$ cat config.mk
export PLATFORM = sky130hd
export DESIGN_NAME = smc_ustep_seq
export DESIGN_NICKNAME = d
export VERILOG_FILES = /design/src/rtl/smc_ustep_seq.sv
export SDC_FILE = /design/constraint.sdc
export NUM_CORES = 1
export LEC_CHECK = 0
export BUFFER_PORTS_ARGS = -buffer_cell sky130_fd_sc_hd__buf_2
export CORE_MARGIN = 10
export CORE_UTILIZATION = 47
export CTS_BUF_LIST = sky130_fd_sc_hd__clkbuf_8
export DETAILED_ROUTE_END_ITERATION = 7
export PLACE_DENSITY = 0.8
export REMOVE_ABC_BUFFERS = 1
export SYNTH_ARGS = -nofsm -noshare
export SYNTH_HDL_FRONTEND = slang
export SYNTH_SLANG_ARGS = --single-unit
$ cat constraint.sdc
create_clock -name QCLK -period 3.3 [get_ports QCLK]
set_input_delay 0.165 -clock QCLK [delete_from_list [all_inputs] [get_ports QCLK]]
set_output_delay 0.165 -clock QCLK [all_outputs]
set_load 0.02 [all_outputs]
$ cat src/rtl/smc_ustep_seq.sv
// Microstep sequencer: walks a 64-entry electrical phase and writes sine/cosine
// duty words for one motor's two coils into the smc duty registers.
module smc_ustep_seq #(
  parameter int MOTOR = 0
) (
  input  logic        QCLK,
  input  logic        QRESET,
  input  logic        cmd_valid,
  output logic        cmd_ready,
  input  logic        cmd_dir,
  input  logic [7:0]  cmd_steps,
  input  logic [15:0] cmd_rate,
  output logic        sm_sel,
  output logic        sm_write,
  output logic [6:0]  sm_addr,
  output logic [15:0] sm_wdata,
  output logic        busy,
  output logic        done,
  output logic [5:0]  pos
);

  localparam logic [6:0] ADDR_A = 7'(16 + 4 * MOTOR);
  localparam logic [6:0] ADDR_B = 7'(18 + 4 * MOTOR);

  typedef enum logic [2:0] {INIT_A, INIT_B, IDLE, WAIT, WR_A, WR_B} state_t;

  state_t      state_q, state_d;
  logic [5:0]  pos_q, pos_d;
  logic        dir_q, dir_d;
  logic [7:0]  steps_q, steps_d;
  logic [15:0] rate_q, rate_d;
  logic [15:0] wait_q, wait_d;
  logic        done_q, done_d;

  logic        bus_sel;
  logic [6:0]  bus_addr;
  logic [15:0] bus_data;
  logic [15:0] rate_clamp;

  // Quarter-wave table: round(2047*sin(k*pi/32)), k = 0..16.
  function automatic logic [10:0] sin_tab(input logic [4:0] k);
    case (k)
      5'd0:    sin_tab = 11'd0;
      5'd1:    sin_tab = 11'd201;
      5'd2:    sin_tab = 11'd399;
      5'd3:    sin_tab = 11'd594;
      5'd4:    sin_tab = 11'd783;
      5'd5:    sin_tab = 11'd965;
      5'd6:    sin_tab = 11'd1137;
      5'd7:    sin_tab = 11'd1299;
      5'd8:    sin_tab = 11'd1447;
      5'd9:    sin_tab = 11'd1582;
      5'd10:   sin_tab = 11'd1702;
      5'd11:   sin_tab = 11'd1805;
      5'd12:   sin_tab = 11'd1891;
      5'd13:   sin_tab = 11'd1959;
      5'd14:   sin_tab = 11'd2008;
      5'd15:   sin_tab = 11'd2037;
      5'd16:   sin_tab = 11'd2047;
      default: sin_tab = 11'd0;
    endcase
  endfunction

  // Odd quadrants read the table backwards; the lower half-cycle drives MNM,
  // except at a zero crossing where the sign would be meaningless.
  function automatic logic [15:0] duty(input logic [5:0] p);
    logic [10:0] mag;
    mag  = p[4] ? sin_tab(5'd16 - {1'b0, p[3:0]}) : sin_tab({1'b0, p[3:0]});
    duty = {p[5] && (mag != 11'd0), 4'b0000, mag};
  endfunction

  assign rate_clamp = (cmd_rate < 16'd4) ? 16'd4 : cmd_rate;

  always_comb begin
    state_d  = state_q;
    pos_d    = pos_q;
    dir_d    = dir_q;
    steps_d  = steps_q;
    rate_d   = rate_q;
    wait_d   = wait_q;
    done_d   = 1'b0;
    bus_sel  = 1'b0;
    bus_addr = 7'd0;
    bus_data = 16'd0;
    case (state_q)
      INIT_A: begin
        bus_sel  = 1'b1;
        bus_addr = ADDR_A;
        bus_data = duty(pos_q);
        state_d  = INIT_B;
      end
      INIT_B: begin
        bus_sel  = 1'b1;
        bus_addr = ADDR_B;
        bus_data = duty(pos_q + 6'd16);
        state_d  = IDLE;
      end
      IDLE: begin
        if (cmd_valid) begin
          if (cmd_steps == 8'd0) begin
            done_d = 1'b1;
          end else begin
            dir_d   = cmd_dir;
            steps_d = cmd_steps;
            rate_d  = rate_clamp;
            wait_d  = rate_clamp - 16'd2;
            state_d = WAIT;
          end
        end
      end
      WAIT: begin
        if (wait_q <= 16'd1) begin
          pos_d   = dir_q ? pos_q + 6'd1 : pos_q - 6'd1;
          state_d = WR_A;
        end else begin
          wait_d = wait_q - 16'd1;
        end
      end
      WR_A: begin
        bus_sel  = 1'b1;
        bus_addr = ADDR_A;
        bus_data = duty(pos_q);
        state_d  = WR_B;
      end
      WR_B: begin
        bus_sel  = 1'b1;
        bus_addr = ADDR_B;
        bus_data = duty(pos_q + 6'd16);
        steps_d  = steps_q - 8'd1;
        if (steps_q == 8'd1) begin
          done_d  = 1'b1;
          state_d = IDLE;
        end else begin
          wait_d  = rate_q - 16'd2;
          state_d = WAIT;
        end
      end
      default: state_d = INIT_A;
    endcase
  end

  always_ff @(posedge QCLK) begin
    if (QRESET) begin
      state_q <= INIT_A;
      pos_q   <= 6'd0;
      dir_q   <= 1'b0;
      steps_q <= 8'd0;
      rate_q  <= 16'd0;
      wait_q  <= 16'd0;
      done_q  <= 1'b0;
    end else begin
      state_q <= state_d;
      pos_q   <= pos_d;
      dir_q   <= dir_d;
      steps_q <= steps_d;
      rate_q  <= rate_d;
      wait_q  <= wait_d;
      done_q  <= done_d;
    end
  end

  // Outputs are forced quiet for as long as reset is held, not just after its edge.
  assign cmd_ready = !QRESET && (state_q == IDLE);
  assign busy      = !QRESET && (state_q != IDLE);
  assign done      = !QRESET && done_q;
  assign pos       = QRESET ? 6'd0 : pos_q;
  assign sm_sel    = !QRESET && bus_sel;
  assign sm_write  = !QRESET && bus_sel;
  assign sm_addr   = QRESET ? 7'd0 : bus_addr;
  assign sm_wdata  = QRESET ? 16'd0 : bus_data;

endmodule

Word level (Yosys, flattened, before mapping). Memory sizes are Yosys's and may differ from the RTL's. A register that Yosys moved wholly into a read port is not among the register bits. Cells that the tools add are included.

Add/sub/neg operators: 9. Muxes and demuxes: 41. Order comparisons: 2. Equality and inequality tests: 12. Reductions and logical operators: 25. Bitwise logic cells: 1.

Operators with widths (number): $mux W11 (12); $mux W16 (6); $pmux W16 S4 (1); $pmux W16 S3 (1); $reduce_bool A11 Y1 (4); $sub A16 B2 Y16 const B (2); $pmux W3 S6 (1); $le A16 B1 Y1 const B (1); $lt A16 B3 Y1 const B (1); $mux W4 (4); $mux W8 (2); $pmux W8 S2 (1); $sub A16 B1 Y16 const B (1); $mux W6 (2); $ne A2 B2 Y1 const B (5); $pmux W5 S2 (1); $sub A5 B4 Y5 const A (2); $mux W3 (3); $reduce_and A3 Y1 (3); $eq A8 B1 Y1 const B (1); $logic_and A1 B1 Y1 (8); $logic_not A8 Y1 (1); $sub A8 B1 Y8 const B (1); $mux W7 (1); other kinds (18) (25).

Memories kept: 8. Bits in read-only memories: 2112. Input port bits: 28. Register bits after elaboration: 51.

Memories: (name not given) (depth 32, width 11, read ports 1, clocked after Yosys merged registers in 0, wr ports 0, RTL line 42) `case (k)`; (name not given) (depth 32, width 11, read ports 1, clocked after Yosys merged registers in 0, wr ports 0, RTL line 42); (name not given) (depth 32, width 11, read ports 1, clocked after Yosys merged registers in 0, wr ports 0, RTL line 42); (name not given) (depth 32, width 11, read ports 1, clocked after Yosys merged registers in 0, wr ports 0, RTL line 42); (name not given) (depth 16, width 11, read ports 1, clocked after Yosys merged registers in 1, wr ports 0, RTL line 42); (name not given) (depth 16, width 11, read ports 1, clocked after Yosys merged registers in 0, wr ports 0, RTL line 42); +2 memories.

Longest topological paths before layout. Gate-level depths: netlist of run 1. An unclocked memory read counts as a cell.

Depth in word-level cells: 9. Gate-level depth with buffers: 13.

Worst setup path before layout of run 1. OpenSTA, ideal clock, no wires.

Path kind: register -> output. From: register pos_q[0]. To: output port sm_wdata[15]. Path slack: -0.261 ns. Required time: 3.135 ns. Cell stages (with the launch flop): 14. Data arrival time: 3.396 ns. Path buffers: 3. Cell sequence: dfxtp_1 > clkbuf_1 > clkbuf_1 > inv_1 > ha_1 > ha_1 > clkbuf_1 > nand2_1 > a21oi_1 > nor2_1 > a2111o_1 > a21oi_1 > a211oi_1 > a211o_1.

Longest elaborated chain between the ends: 9. Elaborated cells between the ends (all ways): 29.

RTL lines: start, declared (RTL line 28) `logic [5:0] pos_q, pos_d;`; start signal, assigned (RTL line 153) `pos_q <= pos_d;`; $add A6 B5 Y6 (RTL line 95, 128); $sub A5 B4 Y5 (RTL line 68) `mag = p[4] ? sin_tab(5'd16 - {1'b0, p[3:0]}) : sin_tab({1'b0, p[3:0]});`; $mem_v2 Z32 W11; $mux W11 (RTL line 85) `case (state_q)`; $mux W11 (RTL line 68); $reduce_bool A11 Y1 (RTL line 69) `duty = {p[5] && (mag != 11'd0), 4'b0000, mag};`; $logic_and A1 B1 Y1 (RTL line 69); $pmux W16 S4 (*) (RTL line 85); $mux W16 (*) (RTL line 170) `assign sm_wdata = QRESET ? 16'd0 : bus_data;`; end, declared (RTL line 16) `output logic [15:0] sm_wdata,`.

Every way passes the cells marked *; elsewhere a longest branch is shown, timed or not. The select of a mux whose other input is x is not followed.

Worst setup path after layout of run 1. Same ends and word-level chain as after synthesis.

==> results of run 1 <==
## cell usage in the layout (no fill, tap or decap), drive strengths merged, types with 10 or more instances in the layout
master	count
buf	88
nor4	14
nor3	24
a31oi	10
nand2b	12
nor2b	13
dfxtp	62
nor2	87
clkbuf	11
a21oi	68
ha	26
nand2	90
xnor2	11
o21ai	50
a211oi	24
mux2i	18
o211ai	19
inv	25
nand3	17
## critical path, cell delays in order, from the launching register on
cell and delay [ns]:
dfxtp_1 0.31, buf_4 0.21, or4_4 0.62, a21oi_1 0.23, o21bai_1 0.15, a2111o_1 0.39
a21oi_1 0.22, a211oi_1 0.10, a211o_1 0.28, buf_2 0.17
## worst max path at each step
stage / depth (start not counted) / end / start / slack [ns]
2_1_floorplan: 10 / sm_wdata[15] / pos_q[0] / -0.18
5_1_grt: 9 / sm_wdata[15] / pos_q[0] / 0.02
4_1_cts: 11 / sm_wdata[15] / pos_q[0] / 0.01
3_5_place_dp: 9 / flop / wait_q[10] / 0.27
3_3_place_gp: 11 / sm_wdata[15] / pos_q[0] / 0.34
6_report: 9 / sm_wdata[15] / pos_q[0] / 0.09
## through the flow
stage / instance area, um^2 / utilization / TNS (ns) / worst slack [ns] / power, mW
detailed placement: 5944 / 0.5184 / 0 / 0.2699 / 2.111
global route: 6206 / 0.5412 / 0 / 0.01873 / 3.011
global placement: 5944 / 0.5184 / 0 / 0.3422 / 2.094
floorplan: 5243 / - / -0.3818 / -0.1795 / 1.741
CTS: 6147 / 0.5361 / 0 / 0.01261 / 2.801
finish: 6206 / 0.5412 / 0 / 0.09040 / 2.845
## synthesized netlist by cell type (4+ instances only)
cell	number	area, um^2
a311oi_1	4	35.03
nand2b_1	12	75.07
a21oi_1	67	335.3
dfxtp_1	62	1241
inv_1	24	90.09
mux2i_1	17	170.2
o21a_1	4	30.03
o22a_1	4	35.03
nand2_1	89	334.1
a22oi_1	8	60.06
o31ai_1	8	60.06
o21ai_0	50	250.2
o21bai_1	4	30.03
and2_1	4	25.02
buf_1	5	18.77
nor2b_1	13	81.33
nand3_1	17	85.08
or4_1	6	45.04
nor3_1	23	115.1
o22ai_1	6	37.54
or2_2	6	37.54
a211oi_1	24	180.2
a31oi_1	10	62.56
a32oi_1	6	52.55
xnor2_1	11	96.34
ha_1	26	325.3
or3_1	7	43.79
buf_4	11	82.58
nor4_1	14	87.58
clkbuf_1	50	187.7
nor2_1	84	315.3
o32ai_1	5	43.79
o211ai_1	19	142.6
xor2_1	6	52.55
## per-layer routing
metal,GRT usage,wire [um],vias to the layer above,part of all wire
li1,-,-,2895,-
met1,0.2382,7075,2653,0.46
met2,0.2824,7096,201,0.46
met3,0.02916,955,29,0.062
met4,0.06623,272,0,0.018
met5,0,0,-,0
## logic make-up (layout without fill, tap and decap cells)
family	Yosys count	in the layout	share of synthesized area
other	1	9	0.0006796
adder cells (fa/ha/maj)	27	27	0.06258
XOR/XNOR	17	17	0.02698
buffers and inverters	93	129	0.07234
flip-flops	62	62	0.2249
AND/OR/NAND/NOR	303	303	0.2662
multiplexers	21	21	0.04354
AO/OA/AOI/OAI	253	253	0.3027
## area by class of cell
class	instances	share of cell area
Multi-Input combinational cell	630	0.6383
Tap cell	143	0.02883
Clock inverter	5	0.007863
Clock buffer	11	0.02440
Inverter	25	0.01512
Timing Repair Buffer	88	0.08548
Sequential cell	62	0.2000
## power groups by stage
stage	sequential (mW)	combinational, mW	clock, mW
6_report	0.904	1.25	0.693
5_1_grt	0.914	1.37	0.730
4_1_cts	0.900	1.20	0.700
3_5_place_dp	0.917	1.19	0
3_3_place_gp	0.915	1.18	0
2_1_floorplan	0.919	0.822	0
## timing repair
action / 4_1_cts / 5_1_grt
hold buffers: 0 / 0
setup buffers: 0 / 1
gates resized for setup: 1 / 9
setup endpoints to repair: 1 / 1
pin swaps: 0 / 1
==> impl_metrics.tcl, run 1 <==
set metrics [dict create \
    status "complete, no violations" \
    routed_wirelength_mm 15.40 \
    initial_utilization 0.4812 \
    hold-path-cell-count 3 \
    fin_crit_sh 0.9726 \
    cts_root_buf "clkbuf_8" \
    r2r_cells 9 \
    route.detailed.drc 0 \
    crit_type "flop to output port" \
    syn_to_final_growth_pct 12.47 \
    final_cell_count_no_fill 964 \
    grt_setup_unrepaired "no" \
    htree_levels 3 \
    seq_power_share 0.318 \
    path_clk_slew_ns 0.07 \
    netlist_area_um2 5518 \
    ir_worst_vdd_uv 325.6 \
    cts_buffer_depth 2 \
    hp-class "primary input to flop" \
    synth_edf_count 0 \
    drtPass1Iterations 5 \
    ioPinCount 62 \
    grt_usage 0.1783 \
    final_hold_viol_count 0 \
    n_fill_cell 1111 \
    p_sw_frac 0.4046 \
    cts.sinks 62 \
    seqCellArea_um2 1241 \
    slew_violations 0 \
    required_ns 3.13 \
    worstPathMaxFanout 22 \
    endpoint_kind "output port" \
    ant_nets 0 \
    dpl.cell_count 947 \
    multiInputGateArea_um2 3961 \
    antenna_found_initial 0 \
    fin_crit_ns 3.210 \
    synth-seq-cells 62 \
    r2r_start "wait_q[10]" \
    dieArea_um2 16470 \
    grt_first_pass_wirelength_mm 25.22 \
    syn_inst 777 \
    cts_buffers 9 \
    wl_per_cell_um 15.97 \
    drive_gt1_frac 0.1669 \
    die_w_um 128.4 \
    clock_skew_ns 0.01036 \
    die_y_um 128.4 \
    portBuffers 52 \
    leakagePower_nw 2.460 \
    synth-main-ff-cell "dfxtp_1" \
    setup_viol 0 \
    slew_headroom 0.5529 \
    grt_pass1_vias 5269 \
    yosys_warnings 0 \
    synth-seq-area-share 0.2249 \
    reg2reg_slack_ns 0.24 \
    netSwitchingPower_mw 1.151 \
    fmax_ghz 0.3116 \
    num_rows 39 \
    num_vias 5778 \
    via_per_inst 5.994 \
    clock_power_share 0.244 \
    comb_power_share 0.439 \
    coreArea_um2 11470 \
    cap_violations 0 \
    max_slew.worst_pin.slew_ns 0.6688 \
    dp_hpwl_mm 11.32 \
    powerDensity_nw_per_um2 458.4 \
    holdPathEnd "dir_q" \
    layout.nets 871 \
    startpoint_type "flop" \
    min_from "cmd_dir" \
    overflow 0 \
    synth_cell_types 78 \
    insertion_delay_ns 0.36 \
    whs_ns 0.04412 \
    grt_max_degree 33 \
    async_flop_share 0 \
    avgSynthCellArea_um2 7.101 \
    drt_iter0_drc 586 \
    finalWeightedCongestion 0.9202 \
    cts_tree "built" \
    intPower_mw 1.694 \
    diodes 0 \
    cp_data_arrival_time_ns 3.04 \
]
(Power assumes the default switching activity.)
==> run 2, diff against run 1 <==
ABC_AREA = 1   (was default)
CORE_ASPECT_RATIO = 1.1   (was default)
==> run 2 against run 1 <==
- clock skew up 0.00074 ns
- critical path depth grew 6
- maximum frequency increased by 8.8%
- register-to-register slack gained 0.28 ns
- sequential share of layout area grew 1.2 points
- die area is 3.9% lower
- sequential power up 2.8%
- clock-buffer cell count fell by 2
- worst setup slack gained 0.26 ns
- critical endpoint unchanged
- largest cell class unchanged
- highest routed layer unchanged
==> impl_metrics.tcl, run 2 <==
set metrics [dict create \
    htree_levels 3 \
    yosysMostFrequentCell "nand2_1" \
    cts_buffers 9 \
    route.detailed.drc 0 \
    num_rows 40 \
    dieArea_um2 15830 \
    syn_inst 860 \
    grt_usage 0.1842 \
    coreArea_um2 10960 \
    final_cell_mix "191 x nand2_1, 94 x nor2_1, 87 x o21ai_0" \
    required_ns 3.13 \
    async_flop_share 0 \
    final_common_cell "nand2_1" \
    yosysTopAreaCell "dfxtp_1" \
    initial_utilization 0.4800 \
    worstPathMaxFanout 11 \
    crit_type "flop to output port" \
    drive_gt1_frac 0.1570 \
    drt_iter0_drc 500 \
    insertion_delay_ns 0.35 \
    cp.buffers_inverters 3 \
    wl_per_cell_um 13.56 \
    synth_top_area_frac 0.2359 \
    wl_met3_um 658 \
    cts_buffer_depth 2 \
    clock_skew_ns 0.01110 \
    path_cells "clkinvlp_4, ha_1, ha_2, inv_1, o21ai_0, o21ai_0, nand2_1, nand3_1, a31oi_1, nand2_1, nor2_1, nand2_1, nand2_1, a21oi_1, buf_2" \
    endpoint_kind "output port" \
    overflow 0 \
    n_fill_cell 1128 \
    via_per_inst 5.355 \
    ant_nets 0 \
    slew_violations 0 \
    dp_hpwl_mm 10.66 \
    m1WireLength_mm 6.119 \
    die_y_um 131.0 \
    num_vias 5666 \
    routed_wirelength_mm 14.34 \
    fin_crit_sh 0.8937 \
    cap_violations 0 \
    seqCellArea_um2 1246 \
    whs_ns 0.08032 \
    yosys_warnings 0 \
    ioPinCount 62 \
    netlist_area_um2 5261 \
    cts_tree "built" \
    final_hold_viol_count 0 \
    layout.nets 963 \
    fin_crit_ns 2.949 \
    avgSynthCellArea_um2 6.118 \
    top_layer_used "met4" \
    synth-seq-cells 62 \
    ir_worst_vdd_uv 278.3 \
    drtPass1Iterations 5 \
    synth_edf_count 0 \
    startpoint_type "flop" \
    leakagePower_nw 2.825 \
    ys_top_cells_by_area "dfxtp_1 24%, nand2_1 14%, o21ai_0 8.3%" \
    powerDensity_nw_per_um2 475.6 \
    synth-main-ff-cell "dfxtp_1" \
    grt_pass1_vias 5315 \
    syn_to_final_growth_pct 11.51 \
    setup_viol 0 \
    finalWeightedCongestion 0.9339 \
    grt_setup_unrepaired "no" \
    portBuffers 52 \
    fmax_ghz 0.3391 \
    path_clk_slew_ns 0.07 \
    die_w_um 120.9 \
    dpl_cell_area_um2 5637 \
    multiInputGateArea_um2 3461 \
    met2_length_mm 6.953 \
    diodes 0 \
    crit_path_max_incr_delay_ns 0.42 \
    grt_first_pass_wirelength_mm 24.35 \
    tns_ns 0 \
    cp_data_arrival_time_ns 2.78 \
    synthTopCellsByCount "192 x nand2_1, 94 x nor2_1, 87 x o21ai_0" \
    total_power_mw 2.790 \
    critical_path.slowest_cell "ha_2" \
    antenna_found_initial 0 \
    status "complete, no violations" \
    slew_headroom 0.5432 \
    crit_top_cell "nand2_1" \
    grt_max_degree 44 \
    cts.sinks 62 \
    hp-class "primary input to flop" \
    synth-seq-area-share 0.2359 \
    design_area_um2 5867 \
    crit_family "adder cells" \
    max_slew.worst_pin.slew_ns 0.6845 \
    cts_root_buf "clkbuf_8" \
    synth_cell_types 49 \
]
run 2: changes by cell type in the layout (fill, tap and decap cells not counted), sizes merged, moves of 12 or more:
cell and delta:
nand2 +107, inv +73, o21ai +57, nand3 +51, nor2 +20, a211oi -18, buf -18, mux2i -17
nor3 -15, nor4 -14, o211ai -14, nor2b -13, nand2b -12
run 2: worst paths after layout:
path           startpoint      endpoint  slack (ns)  cells past startpoint
max              pos_q[1]  sm_wdata[15]        0.35                     15
min          cmd_rate[14]    rate_q[14]        0.08                      3
max reg2reg     wait_q[0]     wait_q[6]        0.52                     13
min reg2reg    rate_q[11]    rate_q[11]        0.45                      2
run 2: final cells by class:
cell class,instances,share of cell area
repair buffers,70,0.06739
flip-flops and latches,62,0.2124
clock buffers,9,0.02111
multi-input cells,665,0.5899
clock inverters,5,0.01322
well taps,147,0.03135
inverters,100,0.06462
run 2: cell families (layout without fill, tap and decap cells):
group | Yosys count | in the layout | synth area share
buffers and inverters | 141 | 184 | 0.1130
muxes | 1 | 1 | 0.001903
xor gates and xnor gates | 8 | 8 | 0.01332
other | 1 | 9 | 0.0007128
AOI/OAI and AO/OA | 215 | 215 | 0.2295
and+or+nand+nor | 405 | 405 | 0.3401
DFF | 62 | 62 | 0.2359
adders and majority gates | 27 | 27 | 0.06564
run 2: where the power goes:
group	leakage [nW]	switching [mW]	total (mW)	internal [mW]
clock	0.106	0.299	0.713	0.414
combinational	2.21	0.757	1.15	0.391
sequential	0.507	0.0809	0.929	0.849
total	2.83	1.14	2.79	1.65
run 2: per-layer routing:
layer / up-vias / global-route usage
met4: 0 / 0.1122
met2: 164 / 0.3145
li1: 2909 / -
met5: - / 0
met1: 2549 / 0.2160
met3: 44 / 0.02361
run 2: timing repair:
action                     CTS  global route
resized for setup            0             6
setup buffers                0             2
hold buffers                 0             0
setup endpoints to repair    0             6
run 2: worst register-to-register path: cells and delay by family (launching register included):
kind	cells	cell delay, ns
buf+inv	5	0.77
compound gates	2	0.34
flops	1	0.36
simple gates	5	0.96
fa+ha+maj	1	0.22
run 2: per-stage QoR:
step                      cells  utilization  setup slack, ns
after detailed placement   1042       0.5143           0.4463
after floorplan             827            -           0.5459
after CTS                  1056       0.5326          0.07041
after global routing       1058       0.5353          0.03174
final                      1058       0.5353           0.3506
after global placement     1042       0.5143           0.5315
==> run 3, diff against run 2 <==
--- a/config.mk
+++ b/config.mk
@@ -13,2 +13,3 @@
 export CTS_BUF_LIST = sky130_fd_sc_hd__clkbuf_8
+export CTS_CLUSTER_DIAMETER = 60
 export DETAILED_ROUTE_END_ITERATION = 7
==> constraint.sdc (replaced) <==
create_clock -name QCLK -period 3.3 [get_ports QCLK]
set_input_delay 0.99 -clock QCLK [delete_from_list [all_inputs] [get_ports QCLK]]
set_output_delay 0.99 -clock QCLK [all_outputs]
set_load 0.02 [all_outputs]
==> run 3 against run 2 <==
- die area did not move
- critical endpoint unchanged
- flip-flop and latch count unchanged
- final cell count increased by 1.6%
- first-iteration DRC count is 11% higher
- maximum frequency is 14% lower
- sequential share of layout area fell by 1.1 points
- the flow now finishes with violations (negative setup slack)
==> impl_metrics.tcl, run 3 (synthesis results as in run 2) <==
set metrics [dict create \
    hold-path-cell-count 2 \
    grt_max_degree 34 \
    final_hold_viol_count 0 \
    ant_nets 0 \
    routed_wirelength_mm 14.85 \
    cap_violations 0 \
    required_ns 2.31 \
    grt_setup_unrepaired "yes" \
    intPower_mw 1.650 \
    drtPass1Iterations 7 \
    cp_data_arrival_time_ns 2.44 \
    htree_levels 3 \
    clock_skew_ns 0.01795 \
    dp_slack_ns 0.08720 \
    design_area_um2 6173 \
    layout.nets 978 \
    n_fill_cell 1074 \
    path_cells "inv_2, ha_4, ha_4, inv_6, o21ai_0, nand3_1, nand3_1, nand3_1, nand3_1, nor2_1, nand2_1, nand2_1, a21oi_2, buf_6" \
    dpl_cell_area_um2 5712 \
    via_per_inst 5.341 \
    crit_type "flop to output port" \
    utilization 0.5632 \
    finalWeightedCongestion 0.9314 \
    comb_power_share 0.442 \
    die_w_um 120.9 \
    grt_pass1_vias 5097 \
    portBuffers 52 \
    insertion_delay_ns 0.35 \
    worstPathMaxFanout 8 \
    slew_headroom 0.5538 \
    cts_root_buf "clkbuf_8" \
    max_slew.worst_pin.slew_ns 0.6672 \
    initial_utilization 0.4800 \
    setup_viol 5 \
    p_sw_frac 0.4200 \
    drive_gt1_frac 0.2080 \
    die_y_um 131.0 \
    status "finished, violations left" \
    powerDensity_nw_per_um2 460.9 \
    final_common_cell "nand2_1" \
    total_power_mw 2.845 \
    ir_worst_vdd_uv 276.2 \
    route.detailed.drc 0 \
    fin_crit_sh 1.039 \
    dieArea_um2 15830 \
    fin_crit_ns 3.428 \
    cts.sinks 62 \
    endpoint_kind "output port" \
    dpl.cell_count 1052 \
    r2r_cells 16 \
    leakagePower_nw 2.959 \
    overflow 0 \
    crit_path_max_incr_delay_ns 0.37 \
    drt_iter0_drc 553 \
    final_cell_mix "182 x nand2_1, 90 x nor2_1, 83 x inv_1" \
    critical_path.slowest_cell "ha_4" \
    final_cell_count_no_fill 1075 \
    hold_buffers 0 \
    num_rows 40 \
    cts_buffer_depth 2 \
    netSwitchingPower_mw 1.195 \
    cts_tree "built" \
    ioPinCount 62 \
    fmax_ghz 0.2917 \
    final.setup.worst_slack_ns -0.1277 \
    crit_top_cell "nand3_1" \
    violations "negative setup slack" \
    wl_per_cell_um 13.81 \
    syn_to_final_growth_pct 17.34 \
    antenna_found_initial 1 \
    slew_violations 0 \
    diodes 0 \
    dp_hpwl_mm 10.88 \
    cts_buffers 9 \
    path_clk_slew_ns 0.08 \
    seq_power_share 0.325 \
    grt_first_pass_wirelength_mm 23.94 \
    coreArea_um2 10960 \
    startpoint_type "flop" \
    num_vias 5742 \
    clock_power_share 0.233 \
    hp-class "flop to flop" \
    grt_usage 0.1815 \
]
-- run 3: area by class of cell --
cell class / count / area (um^2) / area share
inverter: 100 / 380.4 / 0.06161
sequential: 62 / 1245 / 0.2017
timing repair buffer: 85 / 543.0 / 0.08796
clock inverter: 7 / 65.06 / 0.01054
tap: 147 / 183.9 / 0.02979
clock buffer: 9 / 123.9 / 0.02006
multi-input combinational: 665 / 3632 / 0.5884
-- run 3: per-layer routing --
| metal | GRT usage | part of all wire | vias to the layer above |
|---|---|---|---|
| met1 | 0.2174 | 0.43 | 2609 |
| met4 | 0.06534 | 0.019 | 2 |
| met5 | 0 | 0.00061 | - |
| met3 | 0.03176 | 0.043 | 27 |
| met2 | 0.3181 | 0.51 | 152 |
| li1 | - | - | 2952 |
-- run 3: repair_timing --
item | in CTS | in global routing
hold endpoints to repair | 0 | 0
pin swaps | 11 | 14
cloned | 0 | 0
setup endpoints to repair | 11 | 10
resized for setup | 28 | 42
setup buffers | 5 | 2
-- run 3: worst paths after layout --
check	end	start	slack [ns]
setup / recovery	sm_wdata[15]	pos_q[0]	-0.13
hold / removal	rate_q[13]	rate_q[13]	0.45
setup reg to reg	flop	wait_q[0]	0.45
hold reg to reg	rate_q[13]	rate_q[13]	0.45
-- run 3: power groups by stage --
| stage | Clock (mW) | Sequential [mW] | Combinational, mW |
|---|---|---|---|
| 4_1_cts | 0.668 | 0.924 | 1.19 |
| 6_report | 0.662 | 0.926 | 1.26 |
| 5_1_grt | 0.699 | 0.939 | 1.41 |
| 2_1_floorplan | 0 | 0.926 | 0.845 |
| 3_3_place_gp | 0 | 0.938 | 1.13 |
| 3_5_place_dp | 0 | 0.940 | 1.14 |
-- run 3: critical path: cells and delay by family (launching register included) --
kind | cells | cell delay [ns]
buf+inv | 3 | 0.25
simple gates | 7 | 0.63
flops | 1 | 0.34
fa+ha+maj | 2 | 0.53
compound gates | 2 | 0.33
-- run 3: stage by stage --
stage | TNS, ns | hold WS, ns
2_1_floorplan | -0.7981 | 0.4266
3_3_place_gp | 0 | 0.4358
3_5_place_dp | 0 | 0.4415
4_1_cts | -0.05885 | 0.4536
5_1_grt | -0.9535 | 0.4684
6_report | -0.2993 | 0.4491
